==> config.mk <==
export PLATFORM = sky130hd
export DESIGN_NAME = instr_encoder_flat
export DESIGN_NICKNAME = d
export VERILOG_FILES = /design/src/rtl/instr_encoder_if.sv /design/src/rtl/instr_encoder.sv /design/src/flat_wrapper.sv
export SDC_FILE = /design/constraint.sdc
export NUM_CORES = 1
export LEC_CHECK = 0
export BUFFER_PORTS_ARGS = -buffer_cell sky130_fd_sc_hd__clkbuf_2
export CAP_MARGIN = 25
export CORE_UTILIZATION = 23
export DETAILED_ROUTE_END_ITERATION = 6
export PLACE_DENSITY_LB_ADDON = 0.25
export SLEW_MARGIN = 25
export SYNTH_ARGS = -nofsm -noshare
export SYNTH_HDL_FRONTEND = slang
export SYNTH_SLANG_ARGS = --single-unit
==> constraint.sdc <==
create_clock -name clk -period 3.81 [get_ports clk]
set_input_delay 0.1905 -clock clk [delete_from_list [all_inputs] [get_ports clk]]
set_output_delay 0.1905 -clock clk [all_outputs]
set_load 0.1 [all_outputs]
==> src/rtl/instr_encoder_if.sv <==
// ---------------------------------------------------------------------------
// instr_encoder_if
//   Request and response bundle for the RV32I instruction encoder.
//
//   Request side (loader -> encoder):
//     in_valid, in_ready        valid/ready handshake
//     fmt                       0 R, 1 I, 2 S, 3 B, 4 U, 5 J, 6/7 illegal
//     opcode, rd, rs1, rs2,     decoded instruction fields
//     funct3, funct7, imm       (imm is two's complement, byte units)
//   Response side (encoder -> image writer):
//     out_valid, out_ready      valid/ready handshake
//     out_instr                 encoded 32-bit instruction word
//     out_addr                  byte address of out_instr
//     out_err                   word is a substituted NOP after an encode error
//
//   master: the side that produces requests and consumes encoded words.
//   slave:  the encoder itself.
// ---------------------------------------------------------------------------
interface instr_encoder_if #(
  parameter int ADDR_WIDTH = 32
);
  logic                  in_valid;
  logic                  in_ready;
  logic [2:0]            fmt;
  logic [6:0]            opcode;
  logic [4:0]            rd;
  logic [4:0]            rs1;
  logic [4:0]            rs2;
  logic [2:0]            funct3;
  logic [6:0]            funct7;
  logic [31:0]           imm;
  logic                  out_valid;
  logic                  out_ready;
  logic [31:0]           out_instr;
  logic [ADDR_WIDTH-1:0] out_addr;
  logic                  out_err;

  modport master (
    output in_valid, fmt, opcode, rd, rs1, rs2, funct3, funct7, imm, out_ready,
    input  in_ready, out_valid, out_instr, out_addr, out_err
  );

  modport slave (
    input  in_valid, fmt, opcode, rd, rs1, rs2, funct3, funct7, imm, out_ready,
    output in_ready, out_valid, out_instr, out_addr, out_err
  );
endinterface

==> src/rtl/instr_encoder.sv <==
// ---------------------------------------------------------------------------
// instr_encoder
//   Streaming RV32I instruction encoder (inverse of an immediate generator).
//   Accepts decoded fields, range-checks the immediate, scatters it into the
//   bit positions of the selected format and presents the 32-bit word with its
//   target byte address through a single output register stage.
//
//   Ports:
//     clk        rising-edge clock
//     rst        synchronous reset, active-high; drops any held word
//     clear      synchronous; out_addr -> START_ADDR, err_count -> 0,
//                a held word stays valid
//     bus        instr_encoder_if.slave request/response bundle
//     err_count  saturating count of errored words handed to the consumer
//
//   START_ADDR must be 4-aligned; every emitted word (including substituted
//   NOPs) occupies one 4-byte slot so the image layout stays aligned.
// ---------------------------------------------------------------------------
module instr_encoder #(
  parameter int                    ADDR_WIDTH    = 32,
  parameter logic [ADDR_WIDTH-1:0] START_ADDR    = '0,
  parameter int                    ERR_CNT_WIDTH = 16
) (
  input  logic                     clk,
  input  logic                     rst,
  input  logic                     clear,
  instr_encoder_if.slave           bus,
  output logic [ERR_CNT_WIDTH-1:0] err_count
);

  typedef enum logic [2:0] {
    FMT_R = 3'd0,
    FMT_I = 3'd1,
    FMT_S = 3'd2,
    FMT_B = 3'd3,
    FMT_U = 3'd4,
    FMT_J = 3'd5
  } fmt_e;

  // ADDI x0, x0, 0 -- emitted in place of any word that fails its checks.
  localparam logic [31:0] NOP_INSTR = 32'h0000_0013;

  logic                     valid_q, valid_d;
  logic [31:0]              instr_q, instr_d;
  logic                     err_q, err_d;
  logic [ADDR_WIDTH-1:0]    addr_q, addr_d;
  logic [ERR_CNT_WIDTH-1:0] err_cnt_q, err_cnt_d;

  logic        accept;
  logic        out_hs;
  logic [31:0] enc_instr;
  logic        enc_err;
  logic        fits_12;
  logic        fits_13;
  logic        fits_21;

  // The output register may be refilled when empty or when it is being
  // drained in this very cycle.
  assign bus.in_ready = !valid_q || bus.out_ready;
  assign accept       = bus.in_valid && bus.in_ready;
  assign out_hs       = valid_q && bus.out_ready;

  // An N-bit signed value fits when every bit from the sign position upward
  // is identical (all zeros or all ones).
  assign fits_12 = (&bus.imm[31:11]) || !(|bus.imm[31:11]);
  assign fits_13 = (&bus.imm[31:12]) || !(|bus.imm[31:12]);
  assign fits_21 = (&bus.imm[31:20]) || !(|bus.imm[31:20]);

  // -------------------------------------------------------------------------
  // Field packing and immediate checks
  // -------------------------------------------------------------------------
  always_comb begin
    // NOTE: every always_comb output gets a default first, so no path through
    // the case can leave it unassigned and infer a latch.
    enc_instr = NOP_INSTR;
    enc_err   = 1'b0;

    case (fmt_e'(bus.fmt))
      FMT_R: begin
        enc_instr = {bus.funct7, bus.rs2, bus.rs1, bus.funct3, bus.rd, bus.opcode};
      end
      FMT_I: begin
        enc_instr = {bus.imm[11:0], bus.rs1, bus.funct3, bus.rd, bus.opcode};
        enc_err   = !fits_12;
      end
      FMT_S: begin
        enc_instr = {bus.imm[11:5], bus.rs2, bus.rs1, bus.funct3,
                     bus.imm[4:0], bus.opcode};
        enc_err   = !fits_12;
      end
      FMT_B: begin
        // Branch offsets are half-word granular; bit 0 is not encodable.
        enc_instr = {bus.imm[12], bus.imm[10:5], bus.rs2, bus.rs1, bus.funct3,
                     bus.imm[4:1], bus.imm[11], bus.opcode};
        enc_err   = !fits_13 || bus.imm[0];
      end
      FMT_U: begin
        // Only the upper 20 bits are encodable; any low bit set is lost.
        enc_instr = {bus.imm[31:12], bus.rd, bus.opcode};
        enc_err   = |bus.imm[11:0];
      end
      FMT_J: begin
        enc_instr = {bus.imm[20], bus.imm[10:1], bus.imm[11], bus.imm[19:12],
                     bus.rd, bus.opcode};
        enc_err   = !fits_21 || bus.imm[0];
      end
      default: begin
        enc_err = 1'b1;
      end
    endcase

    if (enc_err) begin
      enc_instr = NOP_INSTR;
    end
  end

  // -------------------------------------------------------------------------
  // Output register next-state
  // -------------------------------------------------------------------------
  always_comb begin
    valid_d   = valid_q;
    instr_d   = instr_q;
    err_d     = err_q;
    addr_d    = addr_q;
    err_cnt_d = err_cnt_q;

    if (out_hs) begin
      valid_d = 1'b0;
      addr_d  = addr_q + ADDR_WIDTH'(4);
      if (err_q && (err_cnt_q != '1)) begin
        err_cnt_d = err_cnt_q + ERR_CNT_WIDTH'(1);
      end
    end

    // A same-cycle accept refills the stage, so out_valid stays high.
    if (accept) begin
      valid_d = 1'b1;
      instr_d = enc_instr;
      err_d   = enc_err;
    end

    // clear wins over the handshake increments but leaves the held word alone.
    if (clear) begin
      addr_d    = START_ADDR;
      err_cnt_d = '0;
    end
  end

  always_ff @(posedge clk) begin
    // NOTE: state flops use non-blocking assignment so every flop samples the
    // pre-edge value of every other flop, independent of statement order.
    if (rst) begin
      valid_q   <= 1'b0;
      instr_q   <= '0;
      err_q     <= 1'b0;
      addr_q    <= START_ADDR;
      err_cnt_q <= '0;
    end else begin
      valid_q   <= valid_d;
      instr_q   <= instr_d;
      err_q     <= err_d;
      addr_q    <= addr_d;
      err_cnt_q <= err_cnt_d;
    end
  end

  assign bus.out_valid = valid_q;
  assign bus.out_instr = instr_q;
  assign bus.out_err   = err_q;
  assign bus.out_addr  = addr_q;
  assign err_count     = err_cnt_q;

endmodule

==> src/flat_wrapper.sv <==
// flat-port wrapper written by rule: the top's interface ports become plain ports
module instr_encoder_flat 
#(
  parameter int                    ADDR_WIDTH    = 32,
  parameter logic [ADDR_WIDTH-1:0] START_ADDR    = '0,
  parameter int                    ERR_CNT_WIDTH = 16
)
  (clk, rst, clear, err_count, bus_in_valid, bus_fmt, bus_opcode, bus_rd, bus_rs1, bus_rs2, bus_funct3, bus_funct7, bus_imm, bus_out_ready, bus_in_ready, bus_out_valid, bus_out_instr, bus_out_addr, bus_out_err);
  instr_encoder_if #(.ADDR_WIDTH(ADDR_WIDTH)) bus_i ();
  input  logic clk;
  input  logic rst;
  input  logic clear;
  output logic [ERR_CNT_WIDTH-1:0] err_count;
  input wire logic [$bits(bus_i.in_valid)-1:0] bus_in_valid;
  input wire logic [$bits(bus_i.fmt)-1:0] bus_fmt;
  input wire logic [$bits(bus_i.opcode)-1:0] bus_opcode;
  input wire logic [$bits(bus_i.rd)-1:0] bus_rd;
  input wire logic [$bits(bus_i.rs1)-1:0] bus_rs1;
  input wire logic [$bits(bus_i.rs2)-1:0] bus_rs2;
  input wire logic [$bits(bus_i.funct3)-1:0] bus_funct3;
  input wire logic [$bits(bus_i.funct7)-1:0] bus_funct7;
  input wire logic [$bits(bus_i.imm)-1:0] bus_imm;
  input wire logic [$bits(bus_i.out_ready)-1:0] bus_out_ready;
  output wire logic [$bits(bus_i.in_ready)-1:0] bus_in_ready;
  output wire logic [$bits(bus_i.out_valid)-1:0] bus_out_valid;
  output wire logic [$bits(bus_i.out_instr)-1:0] bus_out_instr;
  output wire logic [$bits(bus_i.out_addr)-1:0] bus_out_addr;
  output wire logic [$bits(bus_i.out_err)-1:0] bus_out_err;
  assign bus_i.in_valid = bus_in_valid;
  assign bus_i.fmt = bus_fmt;
  assign bus_i.opcode = bus_opcode;
  assign bus_i.rd = bus_rd;
  assign bus_i.rs1 = bus_rs1;
  assign bus_i.rs2 = bus_rs2;
  assign bus_i.funct3 = bus_funct3;
  assign bus_i.funct7 = bus_funct7;
  assign bus_i.imm = bus_imm;
  assign bus_i.out_ready = bus_out_ready;
  assign bus_in_ready = bus_i.in_ready;
  assign bus_out_valid = bus_i.out_valid;
  assign bus_out_instr = bus_i.out_instr;
  assign bus_out_addr = bus_i.out_addr;
  assign bus_out_err = bus_i.out_err;
  instr_encoder #(.ADDR_WIDTH(ADDR_WIDTH), .START_ADDR(START_ADDR), .ERR_CNT_WIDTH(ERR_CNT_WIDTH)) u_core (.clk(clk), .rst(rst), .clear(clear), .bus(bus_i), .err_count(err_count));
endmodule
# Yosys cells after proc, flatten, opt, wreduce, memory -nomap -nowiden

Cells that the tools add are included.

Equal/unequal tests: 6
$add $sub $neg: 2
Reduce and logical (&&, ||, !) cells: 28
Multiplexer cells: 5

Operators with widths:

| operator                                             | count |
|---|---|
| one-hot mux 32 bit (6 select lines)                  | 1 |
| adder 32 x 3 -> 32 bit (second input constant)       | 1 |
| two-way mux 32 bit                                   | 1 |
| OR reduction 12 bit                                  | 2 |
| AND reduction 21 bit                                 | 1 |
| OR reduction 21 bit                                  | 1 |
| AND reduction 20 bit                                 | 1 |
| OR reduction 20 bit                                  | 1 |
| adder 16 x 1 -> 16 bit (second input constant)       | 1 |
| inequality test 16 bit (second input constant)       | 1 |
| AND reduction 12 bit                                 | 1 |
| zero test 1 bit                                      | 7 |
| equality test 3 x 2 -> 1 bit (second input constant) | 2 |
| equality test 3 bit (second input constant)          | 2 |
| logical OR 1 bit                                     | 6 |
| one-hot mux 1 bit (5 select lines)                   | 1 |
| OR reduction 2 bit                                   | 2 |
| equality test 3 x 1 -> 1 bit (second input constant) | 1 |
| logical AND 1 bit                                    | 3 |
| zero test 3 bit                                      | 1 |
| two-way mux 1 bit                                    | 2 |
| AND reduction 2 bit                                  | 1 |
| nonzero test 2 bit                                   | 1 |

Input port bits: 72
Logic and storage cells: 46
Flip-flop bits (word level): 82
Output and inout port bits: 83

# Logic depth before layout (Yosys ltp)

Gate-level depths: netlist of the first run.

Word-level depth: 7
Mapped depth: 7
Mapped depth without buffers: 6

# Least setup slack after synthesis of the first run

Ideal clock, no wire load.

Path type: register to register
From: reg u_core.valid_q (netlist: u_core.bus.out_valid)
To: reg u_core.instr_q[28] (netlist: u_core.bus.out_instr[28])
Path slack: 639 ps
Setup time: 96 ps
Cell stages (with the launch flop): 8
Arrival: 3075 ps
Period minus slack after synthesis: 3171 ps
Cells stage by stage: dfxtp_1 nand2b_1 and2_1 buf_2 nor2_1 clkbuf_1 nand2_1 o41ai_2

Word-level cells in the longest chain between the ends: 3

Ends and longest elaborated chain:

| what                     | RTL line             | text |
|---|---|---|
| start: declaration       | instr_encoder.sv:43  | `logic valid_q, valid_d;` |
| start signal: assignment | instr_encoder.sv:159 | `valid_q <= valid_d;` |
| zero test 1 bit          | instr_encoder.sv:59  | `assign bus.in_ready = !valid_q \|\| bus.out_ready;` |
| logical OR 1 bit         | instr_encoder.sv:59  |  |
| via bus_in_ready         | flat_wrapper.sv:24   | `output wire logic [$bits(bus_i.in_ready)-1:0] bus_in_ready;` |
| logical AND 1 bit        | instr_encoder.sv:60  | `assign accept = bus.in_valid && bus.in_ready;` |
| end signal: assignment   | instr_encoder.sv:160 | `instr_q <= instr_d;` |
| end: declaration         | instr_encoder.sv:44  | `logic [31:0] instr_q, instr_d;` |

The timed path passes the listed nets, and every way through them passes these cells.
A chain may end at the register's enable or synchronous reset.

# Worst setup path after layout of the first run

From: reg u_core.valid_q (netlist: u_core.bus.out_valid)
To: reg u_core.instr_q[23] (netlist: u_core.bus.out_instr[23])

Word-level cells in the longest chain between the ends: 3

Ends and longest elaborated chain:

| what              | RTL line |
|---|---|
| zero test 1 bit   | instr_encoder.sv:59 |
| logical OR 1 bit  | instr_encoder.sv:59 |
| logical AND 1 bit | instr_encoder.sv:60 |

Every way passes these cells.

==> impl_results.md, run 1 <==
- Synth unique cells: between 50 and 60
- Fillers: between 1500 and 2000
- Largest area contributor in the netlist: dfxtp_1
- Worst path max stage delay: ~0.63 ns
- Detailed-route DRC error count: 12
- Clock Latency Late Sink: 0.34 ns
- Initial core utilization: between 20% and 30%
- Largest net degree at the start of global routing: between 40 and 50
- Mapped Avg Cell Area: 8.64 um2
- Core Region: 18100 um2
- Crit path arrival time: around 2.4 ns
- Share of post-route cells with drive strength above 1: just over 30%
- Crit-path slowest cell: and2_1
- Synth top area cells: dfxtp_1, xnor2_1, nor2_1, o41ai_1, a22oi_1
- Failing checks: DRC
- Max FO, Critical Path: 22
- Die W: 139 um
- Flops & latches, synth: 80
- Leakage: 0.00212 uW
- Synthesized area: ~4300 um2
- Critical-path cell list: nand2b_1 > and2_1 > nand2_1 > o41ai_1
- Final instance area: approximately 5500 um2
- CTS tree: yes
- Pre-Repair DR Iteration Count: 6
- Clk slew on worst S/H paths: approximately 0.070 ns
- Maximum vdd ir drop: roughly 0.21 mV
- Worst Path Buf+Inv: 0
- # setup viols final: 0
- Gr usage total: a little over an eighth
- First-pass GRT wire length: around 21 mm
- Seq/Total Area, Yosys: 37.4%
- WHS: 0.108 ns
- Largest delay share family, worst path: simple AND/OR/NAND/NOR gates
- Critical path endpoint category: flop
- # hold bufs at CTS: 0
- Min-Delay Path Class: in -> reg
- Die area: 19200 um2
- Worst R2R Setup Slack: roughly 1.6 ns
- Routability Congestion: around 0.8
- Ports: 155
- Initial antenna violation count: 0
- CP Launch Type: flop
- WP data required: roughly 4.0 ns
- Relative slew slack: ~40%
- # rows: approximately 50
- I/O Buffers: around 150
- Mapped Cells: 496
- Setup_tns: 0 ns
- Synth warnings: 0
- Postcts setup bufs: 0
- Nets: 698
- Post-synth ARST share: 0%
- Vias per cell: a little under 5
- Met2 Wirelength: about 6.0 mm
- Die height: 139 um
- Area fraction of the dominant cell type after synthesis: around 37%
- Status: complete, but fails checks
- Post-synth EDFFs: 0
- Initial drt markers: around 160
- Kind of critical path: reg -> reg
- Worst Slack Setup Final: approximately 1.6 ns
- Ant. Diodes: 0
- Least-Margin Pin Slew: 0.883 ns
- Final-report hold violation count: 0
- DP Worst Slack: 1.57 ns
- Clk_skew: about 0.013 ns
- CTS max path bufs: 2
- DRT antenna net count: 0
- WL met1: ~6.0 mm
- Num CTS Buffers: 9
- Met3 wire length: 786 um
- Number of global-route vias before repair: between 4000 and 5000
- Layout area overhead: 27.8%
- Total global routing overflow: 0
- Post-Route WL: ~13 mm
- Max Used Layer: met4
- Routed via count: 4247
- Fmax: around 460 MHz
- Post-route clock period utilization: 57.3%
- Clock root buffer: clkbuf_16
- Routed len/inst: around 15 um
- Power per Cell Area: approximately 380 nW/um2
- Synth top cells by count: dfxtp_1, nor2_1, nand2_1
- Most common cell in the synthesized netlist: dfxtp_1
- Cts repair resizes: 0
- Inst Count DP: between 800 and 900
- Slew Viols, Final: 0
- Clk sinks: 80
- Htree depth: 3
- Final HPWL DP: approximately 9.7 mm
- Placed standard-cell area: ~5200 um2
- Final instance count without filler cells: 858
- Post-synth top flop: dfxtp_1
- Tmin final: around 2.2 ns
- Max Cap Viol: 0
- RSZ-0062 raised after global routing: false
worst paths after layout:
path / cells past startpoint / start / to
max: 4 / u_core.bus.out_valid / u_core.bus.out_instr[23]
min: 3 / bus_in_valid / u_core.bus.out_valid
min reg2reg: 2 / u_core.bus.out_instr[25] / u_core.bus.out_instr[25]
max reg2reg: 4 / u_core.bus.out_valid / u_core.bus.out_instr[23]
cell usage in the layout, fill, tap and decap left out, types with 5 or more instances in the layout:
cell and count:
a21oi_1 10, a22oi_1 22, and3_1 9, and4_1 5
clkbuf_16 9, clkbuf_2 152, dfxtp_1 80, inv_1 11
mux2_2 9, nand2_1 38, nand2b_1 5, nand3_1 16
nand3b_1 22, nand4_1 13, nor2_1 57, nor3_1 8
nor4_1 16, nor4_2 5, o21ai_0 14, o22a_1 6
o31a_1 5, o41ai_1 21, or3_1 5, xnor2_1 26
xor2_1 11
cell type report:
type,count,area [um2],area share (%)
clock buffer,11,243,4.43
timing repair buffer,154,776,14.2
clock inverter,5,63.8,1.17
multi-input combinational,368,2460,45.0
inverter,11,41.3,0.754
sequential,80,1600,29.3
tap,229,287,5.23
through the flow:
stage / power (uW) / utilization [%]
after floorplan: 1130 / -
after global routing: 2180 / 30.3
after global placement: 1220 / 28.6
after detailed placement: 1220 / 28.6
after CTS: 2130 / 30.3
final: 2100 / 30.3
worst min-delay path: stages:
cell and delay, ns:
clkbuf_2 0.09, inv_1 0.05, a21oi_1 0.05
kinds of logic after synthesis:
family | synth area share [%]
and+or+nand+nor | 27.1
AOI/OAI and AO/OA | 18.7
DFF | 37.4
buffers and inverters | 5.58
xor gates and xnor gates | 7.56
muxes | 3.07
adders and majority gates | 0.584
other | 0.0875
flip-flops by register name, indices dropped and copies added (netlist names):
name / count
u_core.bus.out_valid: 1
u_core.bus.out_instr: 32
u_core.bus.out_err: 1
u_core.bus.out_addr: 30
u_core.err_count: 16
power by group:
part           internal (uW)  switching, uW  leakage [uW]  total (uW)
clock network            531            365      0.000146         896
logic                   88.0            250       0.00133         338
registers                852           11.5      0.000647         863
total                   1470            627       0.00212        2100
per-layer routing:
metal  up-vias  GRT usage (%)
met3        17           3.50
met4         0           5.56
met1      2007           17.2
met2       145           21.8
li1       2078              -
met5         -              0
(Power assumes the default switching activity.)
==> run 2, diff against run 1 <==
--- a/config.mk
+++ b/config.mk
@@ -5,6 +5,7 @@
 export SDC_FILE = /design/constraint.sdc
 export NUM_CORES = 1
 export LEC_CHECK = 0
+export ABC_AREA = 1
 export BUFFER_PORTS_ARGS = -buffer_cell sky130_fd_sc_hd__clkbuf_2
 export CAP_MARGIN = 25
 export CORE_UTILIZATION = 23
==> constraint.sdc (replaced) <==
create_clock -name clk -period 2.1 [get_ports clk]
set_input_delay 0.105 -clock clk [delete_from_list [all_inputs] [get_ports clk]]
set_output_delay 0.105 -clock clk [all_outputs]
set_load 0.1 [all_outputs]
==> impl_results.md, run 2 <==
- Max reg flops: 32 (unchanged)
- Synth warnings: 0 (unchanged)
- Crit path arrival time: 2.02 ns (was 2.42 ns)
- Gr usage total: 14.7% (was 13.6%)
- Clock Latency Late Sink: 0.34 ns (about the same)
- Area fraction of the dominant cell type after synthesis: 36.4% (was 37.4%)
- Critical path endpoint category: flop (unchanged)
- Placed standard-cell area: 5440 um2 (was 5170 um2)
- Total global routing overflow: 0 (unchanged)
- Max Cap Viol: 0 (unchanged)
- Worst Hold Launch: bus_opcode[6] (was bus_in_valid)
- Power per Cell Area: 637 nW/um2 (was 383 nW/um2)
- Clk sinks: 80 (unchanged)
- Fmax: 573 MHz (was 458 MHz)
- Clk slew on worst S/H paths: 0.06 ns (was 0.07 ns)
- Synth top area cells: dfxtp_1, nand2_1, nor2_1, a21oi_1, nand4_1 (was dfxtp_1, xnor2_1, nor2_1, o41ai_1, a22oi_1)
- Leakage: 0.00248 uW (was 0.00212 uW)
- Setup_tns: 0 ns (unchanged)
- Post-route clock period utilization: 83.2% (was 57.3%)
- Commonest cells after routing, fill and taps aside: nand2_1, clkbuf_2, nor2_1, inv_1, dfxtp_1 (was clkbuf_2, dfxtp_1, nor2_1, nand2_1, xnor2_1)
- Worst path max stage delay: 0.39 ns (was 0.63 ns)
- Nets: 890 (was 698)
- Num CTS Buffers: 9 (unchanged)
- Slew Viols, Final: 0 (unchanged)
- # rows: 50 (was 49)
- Initial drt markers: 191 (was 162)
- Sw Ratio: 31.0% (was 29.9%)
- Cts repair resizes: 0 (unchanged)
- Largest net degree at the start of global routing: 33 (was 45)
- Post-route total power: 3650 uW (was 2100 uW)
- Layout area overhead: 30.2% (was 27.8%)
- Worst Path Buf+Inv: 1 (was 0)
- Synth top cells by count: nand2_1, dfxtp_1, nor2_1 (was dfxtp_1, nor2_1, nand2_1)
- Beginning of the critical path: u_core.bus.out_addr[2] (was u_core.bus.out_valid)
- Clock root buffer: clkbuf_16 (unchanged)
- Maximum vdd ir drop: 0.315 mV (was 0.209 mV)
- WP data required: 2.38 ns (was 4.04 ns)
- Seq/Total Area, Yosys: 36.4% (was 37.4%)
- Die W: 140 um (was 139 um)
- RSZ-0062 raised after global routing: false (unchanged)
- Core Region: 18700 um2 (was 18100 um2)
- Vias per cell: 4.46 (was 4.95)
- R2R depth: 11 (was 4)
- Switching Power: 1130 uW (was 627 uW)
- CTS max path bufs: 2 (unchanged)
- Number of global-route vias before repair: 4568 (was 4011)
- Min-Delay Path Class: in -> reg (unchanged)
- Final-report hold violation count: 0 (unchanged)
- Sequential power share: 42.9% (was 41.2%)
- Post-synth top flop: dfxtp_1 (unchanged)
- Critical-path cell list: ha_1 > nand3_1 > nor2_2 > nand2_2 > nor2_8 > nand2_4 > nor2_4 > nand4_2 > o21bai_1 > inv_1 > nor2_1 (was nand2b_1 > and2_1 > nand2_1 > o41ai_1)
- Most common cell after layout, fill and taps aside: nand2_1 (was clkbuf_2)
- Post-synth EDFFs: 0 (unchanged)
- Ports: 155 (unchanged)
- Final HPWL DP: 11.2 mm (was 9.66 mm)
- Synth unique cells: 41 (was 53)
- Clk_skew: 0.00382 ns (was 0.0132 ns)
- Share of post-route cells with drive strength above 1: 27.7% (was 31.0%)
- Synthesized area: 4400 um2 (was 4290 um2)
- Status: finished, final reports clean (was complete, but fails checks)
- Critical Path End: u_core.bus.out_addr[28] (was u_core.bus.out_instr[23])
- Fillers: 2079 (was 1954)
- Routed via count: 4699 (was 4247)
- Final instance area: 5730 um2 (was 5480 um2)
- CTS tree: yes (unchanged)
- R2R Path End: u_core.bus.out_addr[28] (was u_core.bus.out_instr[23])
- Mapped Cells: 668 (was 496)
- Relative slew slack: 60.8% (was 41.1%)
- Die height: 140 um (was 139 um)
- First-pass GRT wire length: 23.0 mm (was 20.9 mm)
- Mapped Avg Cell Area: 6.59 um2 (was 8.64 um2)
- Postcts setup bufs: 0 (unchanged)
- Die area: 19700 um2 (was 19200 um2)
- Htree depth: 3 (unchanged)
- Flops & latches, synth: 80 (unchanged)
- Post-synth ARST share: 0% (unchanged)
- Final Util: 30.7% (was 30.3%)
- Largest area contributor in the netlist: dfxtp_1 (unchanged)
- Routability Congestion: 0.864 (was 0.791)
- Tmin final: 1.75 ns (was 2.18 ns)
- Clock power frac: 39.2% (was 42.7%)
- Most common cell in the synthesized netlist: nand2_1 (was dfxtp_1)
- Initial core utilization: 23.5% (was 23.7%)
- # setup viols final: 0 (unchanged)
- Kind of critical path: reg -> reg (unchanged)
- Post-Route WL: 14.2 mm (was 13.0 mm)
- Instance count on the critical path: 11 (was 4)
- Pre-Repair DR Iteration Count: 5 (was 6)
- Gate power share: 17.9% (was 16.1%)
- Routed len/inst: 13.5 um (was 15.2 um)
- Detailed-route DRC error count: 0 (was 12)
- Least-Margin Pin Slew: 0.585 ns (was 0.883 ns)
- CP Launch Type: flop (unchanged)
- RR Startpoint: u_core.bus.out_addr[2] (was u_core.bus.out_valid)
- I/O Buffers: 152 (unchanged)
- DRT antenna net count: 0 (unchanged)
- # hold bufs at CTS: 3 (was 0)
- Worst R2R Setup Slack: 0.35 ns (was 1.63 ns)
- Largest delay share family, worst path: simple AND/OR/NAND/NOR gates (unchanged)
- Initial antenna violation count: 0 (unchanged)
- Ant. Diodes: 0 (unchanged)
- Max FO, Critical Path: 5 (was 22)
- Crit-path slowest cell: dfxtp_2 (was and2_1)
- Cell internal pwr: 2520 uW (was 1470 uW)
==> run 2: final cells by class <==
type | count | area (um2) | share of cell area [%]
Multi-Input combinational cell | 492 | 2410 | 42.1
Clock inverter | 4 | 22.5 | 0.393
Tap cell | 234 | 293 | 5.11
Timing Repair Buffer | 162 | 868 | 15.1
Inverter | 71 | 270 | 4.71
Clock buffer | 10 | 239 | 4.17
Sequential cell | 80 | 1630 | 28.4
==> run 2: worst min-delay path by stage <==
stage / endpoint / slack [ns] / cells past startpoint
floorplan: u_core.bus.out_instr[0] / 0.24 / 2
global placement: u_core.bus.out_instr[1] / 0.34 / 3
detailed placement: u_core.bus.out_instr[1] / 0.34 / 3
CTS: u_core.bus.out_instr[6] / 0.02 / 3
global route: u_core.bus.out_instr[6] / 0.03 / 3
finish: u_core.bus.out_instr[6] / 0.04 / 3
==> run 2: worst min-delay path, delay by kind of cell <==
kind / cells / cell delay, ns
AND/OR/NAND/NOR: 1 / 0.08
AO/OA/AOI/OAI: 1 / 0.05
buffers and inverters: 1 / 0.09
==> run 2: power groups by stage <==
stage	Sequential [uW]	Clock (uW)	Combinational (uW)
6_report	1570	1430	654
3_5_place_dp	1600	0	656
5_1_grt	1570	1580	706
3_3_place_gp	1600	0	659
2_1_floorplan	1820	0	240
4_1_cts	1570	1510	661
==> run 2: cells by family (layout without fill, tap and decap cells) <==
family	after synthesis	after routing	share of synthesized area, %
compound gates	95	95	11.6
buf+inv	97	247	8.98
xor+xnor	14	14	2.78
simple gates	379	379	39.6
fa+ha+maj	2	2	0.568
other cells	1	2	0.0852
flops	80	80	36.4
==> run 2: metal layers <==
metal	GRT usage [%]	wire, um	up-vias
met3	4.99	992	8
met2	23.8	6340	146
li1	-	-	2468
met5	0	0	-
met4	3.88	128	0
met1	18.7	6730	2077
==> run 2: stage by stage <==
stage               std cells  setup slack, ns  hold WS (ns)
floorplan                 669          0.00172         0.237
finish                   1053            0.354        0.0368
detailed placement       1036            0.352         0.338
CTS                      1053            0.331        0.0181
global route             1053            0.158        0.0287
global placement         1036            0.402         0.336
==> run 3, diff against run 2 <==
--- a/config.mk
+++ b/config.mk
@@ -5,7 +5,7 @@
 export SDC_FILE = /design/constraint.sdc
 export NUM_CORES = 1
 export LEC_CHECK = 0
-export ABC_AREA = 1
+export ABC_AREA = 0
 export BUFFER_PORTS_ARGS = -buffer_cell sky130_fd_sc_hd__clkbuf_2
 export CAP_MARGIN = 25
 export CORE_UTILIZATION = 23
==> constraint.sdc (replaced) <==
create_clock -name clk -period 1.6 [get_ports clk]
set_input_delay 0.08 -clock clk [delete_from_list [all_inputs] [get_ports clk]]
set_output_delay 0.08 -clock clk [all_outputs]
set_load 0.1 [all_outputs]
==> impl_results.md, run 3 (synthesis gave the netlist of run 1 again) <==
- Status: complete, but fails checks (was finished, final reports clean)
- Failing checks: DRC
- Critical path endpoint category: flop (unchanged)
- CP Launch Type: flop (unchanged)
- Commonest cells after routing, fill and taps aside: clkbuf_2, buf_4, nor2_1, nand2_1 (was nand2_1, clkbuf_2, nor2_1, inv_1, dfxtp_1)
- Num CTS Buffers: 9 (unchanged)
- Max Cap Viol: 0 (unchanged)
- Largest net degree at the start of global routing: 35 (was 33)
- Setup_tns: 0 ns (unchanged)
- CTS max path bufs: 2 (unchanged)
- Crit path arrival time: 1.80 ns (was 2.02 ns)
- Max FO, Critical Path: 6 (was 5)
- Total global routing overflow: 0 (unchanged)
- DP Worst Slack: -0.176 ns (was 0.352 ns)
- Pre-Repair DR Iteration Count: 6 (was 5)
- Post-route clock period utilization: 98.9% (was 83.2%)
- RSZ-0062 raised after global routing: true (was false)
- Clk slew on worst S/H paths: 0.07 ns (was 0.06 ns)
- Clock root buffer: clkbuf_16 (unchanged)
- Layout area overhead: 55.5% (was 30.2%)
- Maximum vdd ir drop: 0.424 mV (was 0.315 mV)
- Relative slew slack: 61.6% (was 60.8%)
- Number of global-route vias before repair: 4379 (was 4568)
- Routed via count: 4571 (was 4699)
- Most common cell after layout, fill and taps aside: clkbuf_2 (was nand2_1)
- Clk_skew: 0.0111 ns (was 0.00382 ns)
- Share of post-route cells with drive strength above 1: 48.9% (was 27.7%)
- Core Region: 18100 um2 (was 18700 um2)
- Ports: 155 (unchanged)
- Initial core utilization: 23.7% (was 23.5%)
- Gr usage total: 14.4% (was 14.7%)
- Htree depth: 3 (unchanged)
- Detailed-route DRC error count: 17 (was 0)
- Routed len/inst: 15.0 um (was 13.5 um)
- Critical-path cell list: inv_2 > or3_4 > clkbuf_16 > buf_4 > nor4_4 > xnor2_1 > nor2_1 (was ha_1 > nand3_1 > nor2_2 > nand2_2 > nor2_8 > nand2_4 > nor2_4 > nand4_2 > o21bai_1 > inv_1 > nor2_1)
- Crit-path slowest cell: or3_4 (was dfxtp_2)
- Final-report hold violation count: 0 (unchanged)
- Vias per cell: 4.89 (was 4.46)
- Worst path max stage delay: 0.41 ns (was 0.39 ns)
- WP data required: 1.82 ns (was 2.38 ns)
- Post-Route WL: 14.0 mm (was 14.2 mm)
- # rows: 49 (was 50)
- Worst Slack Setup Final: 0.0180 ns (was 0.354 ns)
- Kind of critical path: reg -> reg (unchanged)
- Die area: 19200 um2 (was 19700 um2)
- Min-Delay Path Class: in -> reg (unchanged)
- Ant. Diodes: 0 (unchanged)
- CTS tree: yes (unchanged)
- DRT antenna net count: 0 (unchanged)
- Clk sinks: 80 (unchanged)
- Power per Cell Area: 791 nW/um2 (was 637 nW/um2)
- Final instance count without filler cells: 934 (was 1053)
- Slew Viols, Final: 0 (unchanged)
- Nets: 774 (was 890)
- Max reg flops: 32 (unchanged)
- Inst Count DP: 905 (was 1036)
- First-pass GRT wire length: 22.2 mm (was 23.0 mm)
- # setup viols final: 0 (unchanged)
- Least-Margin Pin Slew: 0.569 ns (was 0.585 ns)
- Final HPWL DP: 10.5 mm (was 11.2 mm)
- I/O Buffers: 152 (unchanged)
- Initial antenna violation count: 0 (unchanged)
- Initial drt markers: 260 (was 191)
- Routability Congestion: 0.840 (was 0.864)
- Tmin final: 1.58 ns (was 1.75 ns)
- Die height: 139 um (was 140 um)
- Clock Latency Late Sink: 0.35 ns (was 0.34 ns)
- Die W: 139 um (was 140 um)
- Fmax: 632 MHz (was 573 MHz)
- Leakage: 0.00284 uW (was 0.00248 uW)
[run 3: power breakdown]
| group | switching [uW] | total [uW] | internal, uW |
|---|---|---|---|
| Clock | 891 | 2340 | 1450 |
| Combinational | 625 | 927 | 302 |
| Sequential | 28.4 | 2000 | 1970 |
| Total | 1540 | 5270 | 3720 |
[run 3: timing repair]
item                                    CTS  global route
gates resized for setup                   2            22
endpoints found under the setup margin   17            24
setup buffers                             1             6
hold endpoints to repair                  5             0
cloned                                    0             1
hold buffers                              5             0
pin swaps                                 1            25
[run 3: final cells by class]
class | count | area [um2]
fillers | 1836 | 11400
multi-input cells | 368 | 2780
flip-flops and latches | 80 | 1740
repair buffers | 230 | 1470
clock buffers | 12 | 289
well taps | 229 | 287
clock inverters | 4 | 52.6
inverters | 11 | 41.3
[run 3: path summary, 6_finish.rpt]
| check | start | endpoint | slack (ns) | cells after the start |
|---|---|---|---|---|
| max | u_core.bus.out_addr[13] | u_core.bus.out_addr[20] | 0.02 | 7 |
| min | bus_opcode[1] | u_core.bus.out_instr[1] | 0.02 | 3 |
| max reg2reg | u_core.bus.out_addr[13] | u_core.bus.out_addr[20] | 0.02 | 7 |
| min reg2reg | u_core.bus.out_instr[25] | u_core.bus.out_instr[25] | 0.45 | 2 |
[run 3: routing by layer]
layer / routed length (um) / GRT usage, % / part of all wire [%]
met3: 906 / 3.15 / 6.5
met2: 6400 / 23.2 / 46
met1: 6440 / 18.5 / 46
met4: 238 / 6.33 / 1.7
met5: 0 / 0 / 0
[run 3: through the flow]
stage                     utilization [%]  area, um2  power (uW)  hold slack, ns
final                                36.8       6660        5270          0.0220
after global routing                 36.8       6660        5490          0.0214
after CTS                            35.9       6490        5340         0.00782
after detailed placement             33.6       6080        2960           0.346
after global placement               33.6       6080        2950           0.334
after floorplan                         -       4710        2650           0.199
[run 3: critical path: cells and delay by family (launching register included)]
kind                   cells  cell delay [ns]
XOR/XNOR                   1             0.14
AND/OR/NAND/NOR            3             0.59
flip-flops                 1             0.36
buffers and inverters      3             0.36
